## config.mk

```make
export PLATFORM = sky130hd
export DESIGN_NAME = sprite_scan_gen_flat
export DESIGN_NICKNAME = d
export VERILOG_FILES = /design/src/rtl/vga_pkg.sv /design/src/rtl/sprite_scan_gen_if.sv /design/src/rtl/vga_timing_counter.sv /design/src/rtl/sprite_scan_gen.sv /design/src/flat_wrapper.sv
export SDC_FILE = /design/constraint.sdc
export NUM_CORES = 1
export LEC_CHECK = 0
export CAP_MARGIN = 20
export CELL_PAD_IN_SITES_DETAIL_PLACEMENT = 1
export CELL_PAD_IN_SITES_GLOBAL_PLACEMENT = 1
export CORE_MARGIN = 10
export CORE_UTILIZATION = 40
export CTS_CLUSTER_SIZE = 10
export DETAILED_ROUTE_END_ITERATION = 12
export PLACE_DENSITY_LB_ADDON = 0.1
export SYNTH_ARGS = -nofsm -noshare
export SYNTH_HDL_FRONTEND = slang
export SYNTH_SLANG_ARGS = --single-unit
```

## constraint.sdc

```tcl
create_clock -name clk -period 14.9 [get_ports clk]
set_input_delay 2.98 -clock clk [delete_from_list [all_inputs] [get_ports clk]]
set_output_delay 2.98 -clock clk [all_outputs]
set_load 0.02 [all_outputs]
```

## src/rtl/vga_pkg.sv

```systemverilog
// Shared definitions for the raster-scan / sprite path.
// Holds the default VGA 640x480 timing, the default sprite geometry, the
// coordinate and sprite-address types at those defaults, and small helper
// functions for the frame totals and the selector-id width.
package vga_pkg;

  localparam int H_ACTIVE_DEF    = 640;
  localparam int H_FP_DEF        = 16;
  localparam int H_SYNC_DEF      = 96;
  localparam int H_BP_DEF        = 48;
  localparam int V_ACTIVE_DEF    = 480;
  localparam int V_FP_DEF        = 10;
  localparam int V_SYNC_DEF      = 2;
  localparam int V_BP_DEF        = 33;
  localparam int NUM_SPRITES_DEF = 2;
  localparam int SPRITE_W_DEF    = 64;
  localparam int SPRITE_H_DEF    = 64;
  localparam int COORD_W_DEF     = 10;
  localparam int ADDR_W_DEF      = $clog2(SPRITE_W_DEF * SPRITE_H_DEF);

  typedef logic [COORD_W_DEF-1:0] coord_t;
  typedef logic [ADDR_W_DEF-1:0]  sprite_addr_t;

  function automatic int h_total(input int active, input int fp, input int sync, input int bp);
    return active + fp + sync + bp;
  endfunction

  function automatic int v_total(input int active, input int fp, input int sync, input int bp);
    return active + fp + sync + bp;
  endfunction

  // A single sprite still needs a one-bit id port.
  function automatic int id_width(input int n);
    return (n > 1) ? $clog2(n) : 1;
  endfunction

endpackage

```

## src/rtl/sprite_scan_gen_if.sv

```systemverilog
// Bundle of everything the sprite scan generator exchanges with its user.
// master: the raster consumer, which drives pix_en and the sprite table and
//         receives the scan position, sync, hit and address outputs.
// slave : the generator itself.
interface sprite_scan_gen_if
  import vga_pkg::*;
#(
  parameter int NUM_SPRITES = NUM_SPRITES_DEF,
  parameter int COORD_W     = COORD_W_DEF,
  parameter int ADDR_W      = ADDR_W_DEF
);
  localparam int ID_W = id_width(NUM_SPRITES);

  logic                                  pix_en;
  logic [NUM_SPRITES-1:0][COORD_W-1:0]   sprite_x;
  logic [NUM_SPRITES-1:0][COORD_W-1:0]   sprite_y;
  logic [NUM_SPRITES-1:0]                sprite_en;

  logic [COORD_W-1:0]                    pixelx;
  logic [COORD_W-1:0]                    pixely;
  logic                                  hsync;
  logic                                  vsync;
  logic                                  video_on;
  logic                                  frame_start;
  logic [NUM_SPRITES-1:0]                hit;
  logic [NUM_SPRITES-1:0][ADDR_W-1:0]    sprite_addr;
  logic                                  sel_valid;
  logic [ID_W-1:0]                       sel_id;
  logic [ADDR_W-1:0]                     sel_addr;

  modport master (
    output pix_en, sprite_x, sprite_y, sprite_en,
    input  pixelx, pixely, hsync, vsync, video_on, frame_start,
           hit, sprite_addr, sel_valid, sel_id, sel_addr
  );

  modport slave (
    input  pix_en, sprite_x, sprite_y, sprite_en,
    output pixelx, pixely, hsync, vsync, video_on, frame_start,
           hit, sprite_addr, sel_valid, sel_id, sel_addr
  );

endinterface

```

## src/rtl/vga_timing_counter.sv

```systemverilog
// Pixel/line counters with registered sync, video_on and frame_start.
// Ports:
//   clk, rst (async, active-low), pix_en (advance enable)
//   pixelx/pixely, hsync/vsync (active-low), video_on, frame_start: registered
//   pixelx_nxt/pixely_nxt/video_on_nxt/frame_wrap: the values being loaded
//   at this edge, so downstream registers line up with the counters.
module vga_timing_counter
  import vga_pkg::*;
#(
  parameter int H_ACTIVE = H_ACTIVE_DEF,
  parameter int H_FP     = H_FP_DEF,
  parameter int H_SYNC   = H_SYNC_DEF,
  parameter int H_BP     = H_BP_DEF,
  parameter int V_ACTIVE = V_ACTIVE_DEF,
  parameter int V_FP     = V_FP_DEF,
  parameter int V_SYNC   = V_SYNC_DEF,
  parameter int V_BP     = V_BP_DEF,
  parameter int COORD_W  = COORD_W_DEF
) (
  input  logic               clk,
  input  logic               rst,
  input  logic               pix_en,
  output logic [COORD_W-1:0] pixelx,
  output logic [COORD_W-1:0] pixely,
  output logic               hsync,
  output logic               vsync,
  output logic               video_on,
  output logic               frame_start,
  output logic [COORD_W-1:0] pixelx_nxt,
  output logic [COORD_W-1:0] pixely_nxt,
  output logic               video_on_nxt,
  output logic               frame_wrap
);

  localparam logic [COORD_W-1:0] H_LAST   = COORD_W'(h_total(H_ACTIVE, H_FP, H_SYNC, H_BP) - 1);
  localparam logic [COORD_W-1:0] V_LAST   = COORD_W'(v_total(V_ACTIVE, V_FP, V_SYNC, V_BP) - 1);
  localparam logic [COORD_W-1:0] HS_FIRST = COORD_W'(H_ACTIVE + H_FP);
  localparam logic [COORD_W-1:0] HS_LAST  = COORD_W'(H_ACTIVE + H_FP + H_SYNC - 1);
  localparam logic [COORD_W-1:0] VS_FIRST = COORD_W'(V_ACTIVE + V_FP);
  localparam logic [COORD_W-1:0] VS_LAST  = COORD_W'(V_ACTIVE + V_FP + V_SYNC - 1);
  localparam logic [COORD_W-1:0] H_VIS    = COORD_W'(H_ACTIVE);
  localparam logic [COORD_W-1:0] V_VIS    = COORD_W'(V_ACTIVE);

  logic [COORD_W-1:0] pixelx_q, pixelx_d, pixely_q, pixely_d;
  logic hsync_q, hsync_d, vsync_q, vsync_d;
  logic video_on_q, video_on_d, frame_start_q, frame_start_d;
  logic wrap;

  always_comb begin
    // NOTE: every variable gets its default first, so no branch can leave one
    // unassigned and infer a latch.
    pixelx_d      = pixelx_q;
    pixely_d      = pixely_q;
    hsync_d       = hsync_q;
    vsync_d       = vsync_q;
    video_on_d    = video_on_q;
    frame_start_d = 1'b0;
    wrap          = 1'b0;
    if (pix_en) begin
      if (pixelx_q == H_LAST) begin
        pixelx_d = '0;
        if (pixely_q == V_LAST) begin
          pixely_d = '0;
          wrap     = 1'b1;
        end else begin
          pixely_d = pixely_q + COORD_W'(1);
        end
      end else begin
        pixelx_d = pixelx_q + COORD_W'(1);
      end
      // Derived outputs come from the next position so they register in
      // step with the counters.
      hsync_d       = !((pixelx_d >= HS_FIRST) && (pixelx_d <= HS_LAST));
      vsync_d       = !((pixely_d >= VS_FIRST) && (pixely_d <= VS_LAST));
      video_on_d    = (pixelx_d < H_VIS) && (pixely_d < V_VIS);
      frame_start_d = wrap;
    end
  end

  // NOTE: non-blocking assignments, so every flop samples its _d from the
  // same edge regardless of statement order.
  always_ff @(posedge clk or negedge rst) begin
    if (!rst) begin
      pixelx_q      <= '0;
      pixely_q      <= '0;
      hsync_q       <= 1'b1;
      vsync_q       <= 1'b1;
      video_on_q    <= 1'b0;
      frame_start_q <= 1'b0;
    end else begin
      pixelx_q      <= pixelx_d;
      pixely_q      <= pixely_d;
      hsync_q       <= hsync_d;
      vsync_q       <= vsync_d;
      video_on_q    <= video_on_d;
      frame_start_q <= frame_start_d;
    end
  end

  assign pixelx       = pixelx_q;
  assign pixely       = pixely_q;
  assign hsync        = hsync_q;
  assign vsync        = vsync_q;
  assign video_on     = video_on_q;
  assign frame_start  = frame_start_q;
  assign pixelx_nxt   = pixelx_d;
  assign pixely_nxt   = pixely_d;
  assign video_on_nxt = video_on_d;
  assign frame_wrap   = wrap;

endmodule

```

## src/rtl/sprite_scan_gen.sv

```systemverilog
// Raster-scan generator with a multi-sprite address unit.
// Ports:
//   clk, rst (async, active-low)
//   bus (slave): pix_en and the sprite table in; scan position, syncs,
//   video_on, frame_start, per-sprite hit/address and the priority-selected
//   sprite out. All outputs are registered and describe the current pixel.
// Sprite positions and enables are shadowed at the frame wrap so a frame
// never mixes old and new positions.
module sprite_scan_gen
  import vga_pkg::*;
#(
  parameter int H_ACTIVE    = H_ACTIVE_DEF,
  parameter int H_FP        = H_FP_DEF,
  parameter int H_SYNC      = H_SYNC_DEF,
  parameter int H_BP        = H_BP_DEF,
  parameter int V_ACTIVE    = V_ACTIVE_DEF,
  parameter int V_FP        = V_FP_DEF,
  parameter int V_SYNC      = V_SYNC_DEF,
  parameter int V_BP        = V_BP_DEF,
  parameter int NUM_SPRITES = NUM_SPRITES_DEF,
  parameter int SPRITE_W    = SPRITE_W_DEF,
  parameter int SPRITE_H    = SPRITE_H_DEF,
  parameter int COORD_W     = COORD_W_DEF,
  parameter int ADDR_W      = $clog2(SPRITE_W * SPRITE_H)
) (
  input logic              clk,
  input logic              rst,
  sprite_scan_gen_if.slave bus
);

  localparam int ID_W  = id_width(NUM_SPRITES);
  localparam int CMP_W = COORD_W + 1;

  logic [COORD_W-1:0] pixelx_nxt, pixely_nxt;
  logic               video_on_nxt, frame_wrap;

  vga_timing_counter #(
    .H_ACTIVE(H_ACTIVE), .H_FP(H_FP), .H_SYNC(H_SYNC), .H_BP(H_BP),
    .V_ACTIVE(V_ACTIVE), .V_FP(V_FP), .V_SYNC(V_SYNC), .V_BP(V_BP),
    .COORD_W (COORD_W)
  ) u_timing (
    .clk         (clk),
    .rst         (rst),
    .pix_en      (bus.pix_en),
    .pixelx      (bus.pixelx),
    .pixely      (bus.pixely),
    .hsync       (bus.hsync),
    .vsync       (bus.vsync),
    .video_on    (bus.video_on),
    .frame_start (bus.frame_start),
    .pixelx_nxt  (pixelx_nxt),
    .pixely_nxt  (pixely_nxt),
    .video_on_nxt(video_on_nxt),
    .frame_wrap  (frame_wrap)
  );

  // One bit wider than a coordinate so s+len-1 cannot wrap around and
  // make a sprite near the far edge reappear at column/line 0.
  function automatic logic in_span(input logic [COORD_W-1:0] p,
                                   input logic [COORD_W-1:0] s,
                                   input int len);
    logic [CMP_W-1:0] pe, se;
    pe = {1'b0, p};
    se = {1'b0, s};
    return (pe >= se) && (pe <= se + CMP_W'(len - 1));
  endfunction

  logic [NUM_SPRITES-1:0][COORD_W-1:0] sx_q, sx_d, sy_q, sy_d, dx, dy;
  logic [NUM_SPRITES-1:0]              sen_q, sen_d, hit_q, hit_d;
  logic [NUM_SPRITES-1:0][ADDR_W-1:0]  addr_q, addr_d;
  logic                                sel_valid_q, sel_valid_d;
  logic [ID_W-1:0]                     sel_id_q, sel_id_d;
  logic [ADDR_W-1:0]                   sel_addr_q, sel_addr_d;

  always_comb begin
    sx_d  = sx_q;
    sy_d  = sy_q;
    sen_d = sen_q;
    if (frame_wrap) begin
      sx_d  = bus.sprite_x;
      sy_d  = bus.sprite_y;
      sen_d = bus.sprite_en;
    end
  end

  // Hits use the shadow values being loaded this edge, so the first pixel
  // of a new frame already sees the new sprite table.
  always_comb begin
    hit_d       = hit_q;
    addr_d      = addr_q;
    sel_valid_d = sel_valid_q;
    sel_id_d    = sel_id_q;
    sel_addr_d  = sel_addr_q;
    dx          = '0;
    dy          = '0;
    if (bus.pix_en) begin
      for (int i = 0; i < NUM_SPRITES; i++) begin
        dx[i]     = pixelx_nxt - sx_d[i];
        dy[i]     = pixely_nxt - sy_d[i];
        hit_d[i]  = video_on_nxt && sen_d[i] &&
                    in_span(pixelx_nxt, sx_d[i], SPRITE_W) &&
                    in_span(pixely_nxt, sy_d[i], SPRITE_H);
        addr_d[i] = hit_d[i] ? ADDR_W'(int'(dy[i]) * SPRITE_W + int'(dx[i])) : '0;
      end
      // Walk downwards so the lowest-index hit is the last one written.
      sel_id_d   = '0;
      sel_addr_d = '0;
      for (int i = NUM_SPRITES - 1; i >= 0; i--) begin
        if (hit_d[i]) begin
          sel_id_d   = ID_W'(i);
          sel_addr_d = addr_d[i];
        end
      end
      sel_valid_d = |hit_d;
    end
  end

  always_ff @(posedge clk or negedge rst) begin
    if (!rst) begin
      sx_q        <= '0;
      sy_q        <= '0;
      sen_q       <= '0;
      hit_q       <= '0;
      addr_q      <= '0;
      sel_valid_q <= 1'b0;
      sel_id_q    <= '0;
      sel_addr_q  <= '0;
    end else begin
      sx_q        <= sx_d;
      sy_q        <= sy_d;
      sen_q       <= sen_d;
      hit_q       <= hit_d;
      addr_q      <= addr_d;
      sel_valid_q <= sel_valid_d;
      sel_id_q    <= sel_id_d;
      sel_addr_q  <= sel_addr_d;
    end
  end

  assign bus.hit         = hit_q;
  assign bus.sprite_addr = addr_q;
  assign bus.sel_valid   = sel_valid_q;
  assign bus.sel_id      = sel_id_q;
  assign bus.sel_addr    = sel_addr_q;

endmodule

```

## src/flat_wrapper.sv

```systemverilog
// flat-port wrapper written by rule: the top's interface ports become plain ports
module sprite_scan_gen_flat import vga_pkg::*;
#(
  parameter int H_ACTIVE    = H_ACTIVE_DEF,
  parameter int H_FP        = H_FP_DEF,
  parameter int H_SYNC      = H_SYNC_DEF,
  parameter int H_BP        = H_BP_DEF,
  parameter int V_ACTIVE    = V_ACTIVE_DEF,
  parameter int V_FP        = V_FP_DEF,
  parameter int V_SYNC      = V_SYNC_DEF,
  parameter int V_BP        = V_BP_DEF,
  parameter int NUM_SPRITES = NUM_SPRITES_DEF,
  parameter int SPRITE_W    = SPRITE_W_DEF,
  parameter int SPRITE_H    = SPRITE_H_DEF,
  parameter int COORD_W     = COORD_W_DEF,
  parameter int ADDR_W      = $clog2(SPRITE_W * SPRITE_H)
)
  (clk, rst, bus_pix_en, bus_sprite_x, bus_sprite_y, bus_sprite_en, bus_pixelx, bus_pixely, bus_hsync, bus_vsync, bus_video_on, bus_frame_start, bus_hit, bus_sprite_addr, bus_sel_valid, bus_sel_id, bus_sel_addr);
  sprite_scan_gen_if #(.NUM_SPRITES(NUM_SPRITES), .COORD_W(COORD_W), .ADDR_W(ADDR_W)) bus_i ();
  input logic clk;
  input logic rst;
  input wire logic [$bits(bus_i.pix_en)-1:0] bus_pix_en;
  input wire logic [$bits(bus_i.sprite_x)-1:0] bus_sprite_x;
  input wire logic [$bits(bus_i.sprite_y)-1:0] bus_sprite_y;
  input wire logic [$bits(bus_i.sprite_en)-1:0] bus_sprite_en;
  output wire logic [$bits(bus_i.pixelx)-1:0] bus_pixelx;
  output wire logic [$bits(bus_i.pixely)-1:0] bus_pixely;
  output wire logic [$bits(bus_i.hsync)-1:0] bus_hsync;
  output wire logic [$bits(bus_i.vsync)-1:0] bus_vsync;
  output wire logic [$bits(bus_i.video_on)-1:0] bus_video_on;
  output wire logic [$bits(bus_i.frame_start)-1:0] bus_frame_start;
  output wire logic [$bits(bus_i.hit)-1:0] bus_hit;
  output wire logic [$bits(bus_i.sprite_addr)-1:0] bus_sprite_addr;
  output wire logic [$bits(bus_i.sel_valid)-1:0] bus_sel_valid;
  output wire logic [$bits(bus_i.sel_id)-1:0] bus_sel_id;
  output wire logic [$bits(bus_i.sel_addr)-1:0] bus_sel_addr;
  assign bus_i.pix_en = bus_pix_en;
  assign bus_i.sprite_x = bus_sprite_x;
  assign bus_i.sprite_y = bus_sprite_y;
  assign bus_i.sprite_en = bus_sprite_en;
  assign bus_pixelx = bus_i.pixelx;
  assign bus_pixely = bus_i.pixely;
  assign bus_hsync = bus_i.hsync;
  assign bus_vsync = bus_i.vsync;
  assign bus_video_on = bus_i.video_on;
  assign bus_frame_start = bus_i.frame_start;
  assign bus_hit = bus_i.hit;
  assign bus_sprite_addr = bus_i.sprite_addr;
  assign bus_sel_valid = bus_i.sel_valid;
  assign bus_sel_id = bus_i.sel_id;
  assign bus_sel_addr = bus_i.sel_addr;
  sprite_scan_gen #(.H_ACTIVE(H_ACTIVE), .H_FP(H_FP), .H_SYNC(H_SYNC), .H_BP(H_BP), .V_ACTIVE(V_ACTIVE), .V_FP(V_FP), .V_SYNC(V_SYNC), .V_BP(V_BP), .NUM_SPRITES(NUM_SPRITES), .SPRITE_W(SPRITE_W), .SPRITE_H(SPRITE_H), .COORD_W(COORD_W), .ADDR_W(ADDR_W)) u_core (.clk(clk), .rst(rst), .bus(bus_i));
endmodule
```

==> results.md <==
- For the final database, setup skew stands at 14.5 ps.
- The largest family of logic cells by synthesized area is compound AO/OA/AOI/OAI gates.
- The clock slew at the register clock pins of the worst setup and hold paths is 80 ps.
- The relative slew slack is roughly two fifths.
- Timing would allow up to about 0.11 GHz.
- The type of the worst min-delay path is reg -> reg.
- The actual transition at the worst max-transition pin is 919 ps.
- The number of inserted filler cells in the final layout is ~2,400.
- Across every metal layer, demand over resource in global routing totals approximately 20%.
- The number of nets in the finished design is ~1,200.
- The total negative slack for setup checks is 0 ps.
- The setup slack of the most critical reg-to-reg path is 8480 ps.
- The kind of launch point of the worst setup path is an input port.
- The arithmetic-cell share of the synthesized area counting full adders, half adders and majority gates is between 10% and 20%.
- The compound-gate portion of the synthesized area is between 10% and 20%.
- Across all layers, the routed design uses roughly 7,300 vias.
- The iteration count of the initial detailed-routing pass is 5.
- In the finished design, the share of the clock period the worst path needs comes to about three fifths.
- The fraction of layout instances using a drive strength above 1 is around 6.4%.
- For the worst-skew pair, the clock arrives at the later sink with an insertion delay of between 300 and 400 ps.
- Setup repair after global routing left no endpoint under its margin.
- The multiplexer share of the synthesized area is 4.90%.
- Entering global routing, the biggest net connects 71 pins.
- Of all nets on the critical path, the largest fanout is 32.
- The required time of the worst setup path is 15,130 ps.
- In this run the mean area of a mapped cell was 9.15 um2.
- For this run, asynchronously set or reset flops after synthesis account for 100%.
- The number of maximum-capacitance constraint violations is 0.
- For this run, the register share of the synthesized area comes to 31.4%.
- The final weighted congestion in routability-driven placement is ~0.86.
- The mapped netlist covers between 0.008 and 0.009 mm2.
- Among all flip-flop cells after synthesis, the most frequent one is dfrtp_1.
- The area of all placed cells without fillers is ~0.01 mm2.
- The horizontal die dimension is approximately 170 um.
- The initial antenna violation count came to 0.
- Buffers inserted to repair hold after CTS numbered 0.
- The I/O pin total is ~110.
- The final layout contains routed wiring with a total length of around 27,000 um.
- The run finished with clean final reports.
- The number of synthesized flops with an enable pin is 0.
- For this run the aggregate overflow at the end of global routing stands at 0.
- The signal on the critical path passes through clkdlybuf4s50_1, buf_4, nand4_1, nor2_4, buf_4, mux2i_1, ha_1, and2_1, a21oi_1, xnor2_1, ha_1, a21o_1, a211o_1, o211ai_1, a31oi_1, nor4_4, buf_4, and2_4, o21ai_2.
- Compared with the post-synthesis result, the final layout area differs by 19.9%.
- Summed over all cells, the static leakage comes to approximately 4.6 nW.
- For this configuration, the core starts out at a cell density of 40.4%.
- The routing usage on met1 is roughly 26%.
- In the routed layout, each cell is associated on average with a via count of around 5.6.
- The total clock buffers created by CTS is 9.
- STA classifies the critical path endpoint as a flop.
- The largest individual stage delay along the critical path comes from the cell mux2i_1.
- The type of the setup path with the least slack is in -> reg.
- The number of different library cells in the post-synthesis netlist is between 70 and 80.
- The port buffer count is roughly 110.
- Across all hold checks on the routed design, the worst slack comes to 492 ps.
- In this run the most critical hold path is launched from u_core.u_timing.hsync.
- Counting tap cells, the placed design contains a total of approximately 1,300 instances.
- The tree is rooted in a clkbuf_16.
- The die extent in y is between 150 and 200 um.
- The count of inserted antenna diode cells is 0.
- After legalization and detailed placement, the total HPWL measured 21,500 um.
- Synthesis produced 923 cells.
- The worst setup path startpoint is bus_pix_en.
- The count of nets left with antenna violations once routing finished came out at 0.
- The post-route non-filler standard cell count is approximately 1,300.
- After clock tree synthesis, the repair step resized 0 gates.
- The first global-routing pass estimated between 40,000 and 50,000 um of wire.
- In this run the most used layer during global routing was met2.
- The number of failing setup endpoints in the final timing report is 0.
- The worst register-to-register path begins at u_core.u_timing.pixelx[0].
- Synthesis inferred between 100 and 150 register bits.
- The via count of the first global-routing pass is about 7,800.
- The number of buffers and inverters on the critical path is 4.
- Summing all placed instances gives a cell area of approximately 0.0098 mm2.
- The floorplan step defined a core boundary enclosing 0.0209 mm2.
- Dividing total power by cell area gives a power density of ~110 mW/mm2.
- The total DRC errors in the routed layout is 0.
- The synthesized netlist devotes ~7.6% of its cell area to XOR and XNOR gates.
- The clock sink count is between 100 and 150.
- The CTS tree is built.
- The count of final hold-check violations came to 0.
- In this run the deepest clock path goes through 2 buffers.
- The cell with the most instances on the worst path is buf_4.
- The delay of the slowest cell on the worst path is 790 ps.
- The post-CTS setup buffer count is 0.
- The floorplan row count is 53.
- The number of max-slew violations in the final report is 0.
- The worst-case IR drop observed on VDD is about 0.000065 V.
- Summing the areas of all and, or, nand and nor instances in the mapped netlist gives 15.8% of the synthesized area.
- Global routing consumed, on the met3 layer, under 10% of the routing resources.
- On the critical path the largest part of the delay comes from buffers and inverters.
- The floorplan step defined a die boundary enclosing roughly 0.027 mm2.
- For the worst setup path, the data arrival time is between 8000 and 9000 ps.
- After detailed routing, the average wire length per cell comes to 20.9 um.
- The number of H-tree levels is 3.
- The minimum clock period after layout is 8710 ps.
- The synthesized net count is between 1,000 and 1,500.
- During synthesis, Yosys emitted a total of 0 warnings.
- The first routing iteration left 359 violations.
- The met2 track demand over resource in global routing is about a third.
==> cells in the mapped netlist (all sizes together), types with 6 or more instances <==
cell | number | area share (%)
dfrtp | 104 | 31
ha | 94 | 14
inv | 84 | 3.7
o21ai | 65 | 4.3
nand2 | 60 | 2.7
xnor2 | 54 | 5.6
a21oi | 49 | 2.9
nor2 | 44 | 2.0
nand3 | 42 | 2.5
mux2i | 38 | 4.5
nand4 | 24 | 1.8
a21o | 22 | 2.0
buf | 19 | 1.7
xor2 | 19 | 2.0
clkbuf | 18 | 0.80
nor3 | 17 | 1.0
nor4 | 16 | 1.5
a22o | 12 | 1.2
a22oi | 11 | 0.98
o21a | 10 | 0.89
o31ai | 9 | 0.80
nand2b | 8 | 0.59
nor2b | 8 | 0.59
and3 | 7 | 0.52
and4 | 7 | 0.73
a2111oi | 6 | 0.84
a31oi | 6 | 0.44
fa | 6 | 1.4
o211ai | 6 | 0.59
or3 | 6 | 0.50
==> layout by cell type, fill, tap and decap left out, types with 9 or more instances in the layout <==
cell type,synthesis,final
a22oi_1,11,11
inv_1,84,84
a21o_1,22,22
o31ai_1,9,9
mux2i_1,38,38
a22o_1,12,12
o21ai_0,52,52
nand4_1,24,24
nor4_1,14,14
clkdlybuf4s50_1,0,107
xor2_1,19,19
xnor2_1,54,54
buf_4,9,21
dfrtp_1,104,104
o21ai_2,11,11
ha_1,94,94
nand2_1,59,59
a21oi_1,48,48
clkbuf_16,0,9
nand3_1,42,42
nor3_1,17,16
nor2_1,43,43
o21a_1,10,10
==> cells by family (layout without fill, tap and decap cells) <==
family,count (synthesis),in the layout
compound gates,230,230
xor+xnor,73,73
fa+ha+maj,101,101
buf+inv,121,227
flops,106,106
mux,41,41
simple gates,251,251
==> metrics by stage <==
| stage | power (mW) | util (%) | setup slack (ps) |
|---|---|---|---|
| after floorplan | 0.702 | - | 7880 |
| after global placement | 0.877 | 47.0 | 5870 |
| after detailed placement | 0.884 | 47.0 | 5780 |
| after CTS | 1.15 | 48.5 | 6160 |
| after global routing | 1.22 | 48.5 | 5580 |
| final | 1.13 | 48.5 | 6190 |
==> path summary, 6_finish.rpt <==
check / cells past startpoint / to
hold reg to reg: 2 / u_core.u_timing.hsync
max in group asynchronous: 2 / u_core.bus.sel_addr[7]
min in group asynchronous: 1 / u_core.u_timing.pixelx[2]
setup reg to reg: 19 / u_core.bus.sel_addr[10]
setup / recovery: 19 / u_core.bus.sel_addr[10]
hold / removal: 2 / u_core.u_timing.hsync
==> per-layer routing <==
metal / share of wire, % / routed length (um)
met1: 45 / 12300
met2: 50 / 13600
met3: 3.3 / 900
met4: 1.4 / 388
met5: 0 / 0
==> tightest hold or removal path, cell delays in order (launching register included) <==
cell     delay, ps
dfstp_2        370
nor2_1          80
a21oi_1         40
==> flip-flops by register name, indices dropped and copies added (netlist names) <==
register / flops
u_core.bus.sprite_addr: 24
u_core.sx_q: 20
u_core.sy_q: 20
u_core.bus.sel_addr: 12
u_core.u_timing.pixelx: 10
u_core.u_timing.pixely: 10
u_core.bus.hit: 2
u_core.sen_q: 2
u_core.bus.sel_id: 1
u_core.bus.sel_valid: 1
u_core.u_timing.frame_start: 1
u_core.u_timing.hsync: 1
u_core.u_timing.video_on: 1
u_core.u_timing.vsync: 1
==> power breakdown <==
group	switching, mW	internal, mW	leakage (nW)
Clock	0.111	0.146	0.145
Combinational	0.309	0.238	3.06
Sequential	0.0309	0.300	1.44
==> final cells by class <==
class | instances | area (um2) | share of cell area, %
tap | 275 | 344 | 3.40
sequential | 106 | 2660 | 26.2
inverter | 84 | 315 | 3.11
multi-input combinational | 696 | 5270 | 52.1
clock inverter | 5 | 80.1 | 0.791
clock buffer | 10 | 229 | 2.26
timing repair buffer | 128 | 1230 | 12.1
No activity file was read; power rests on OpenSTA's default activity.
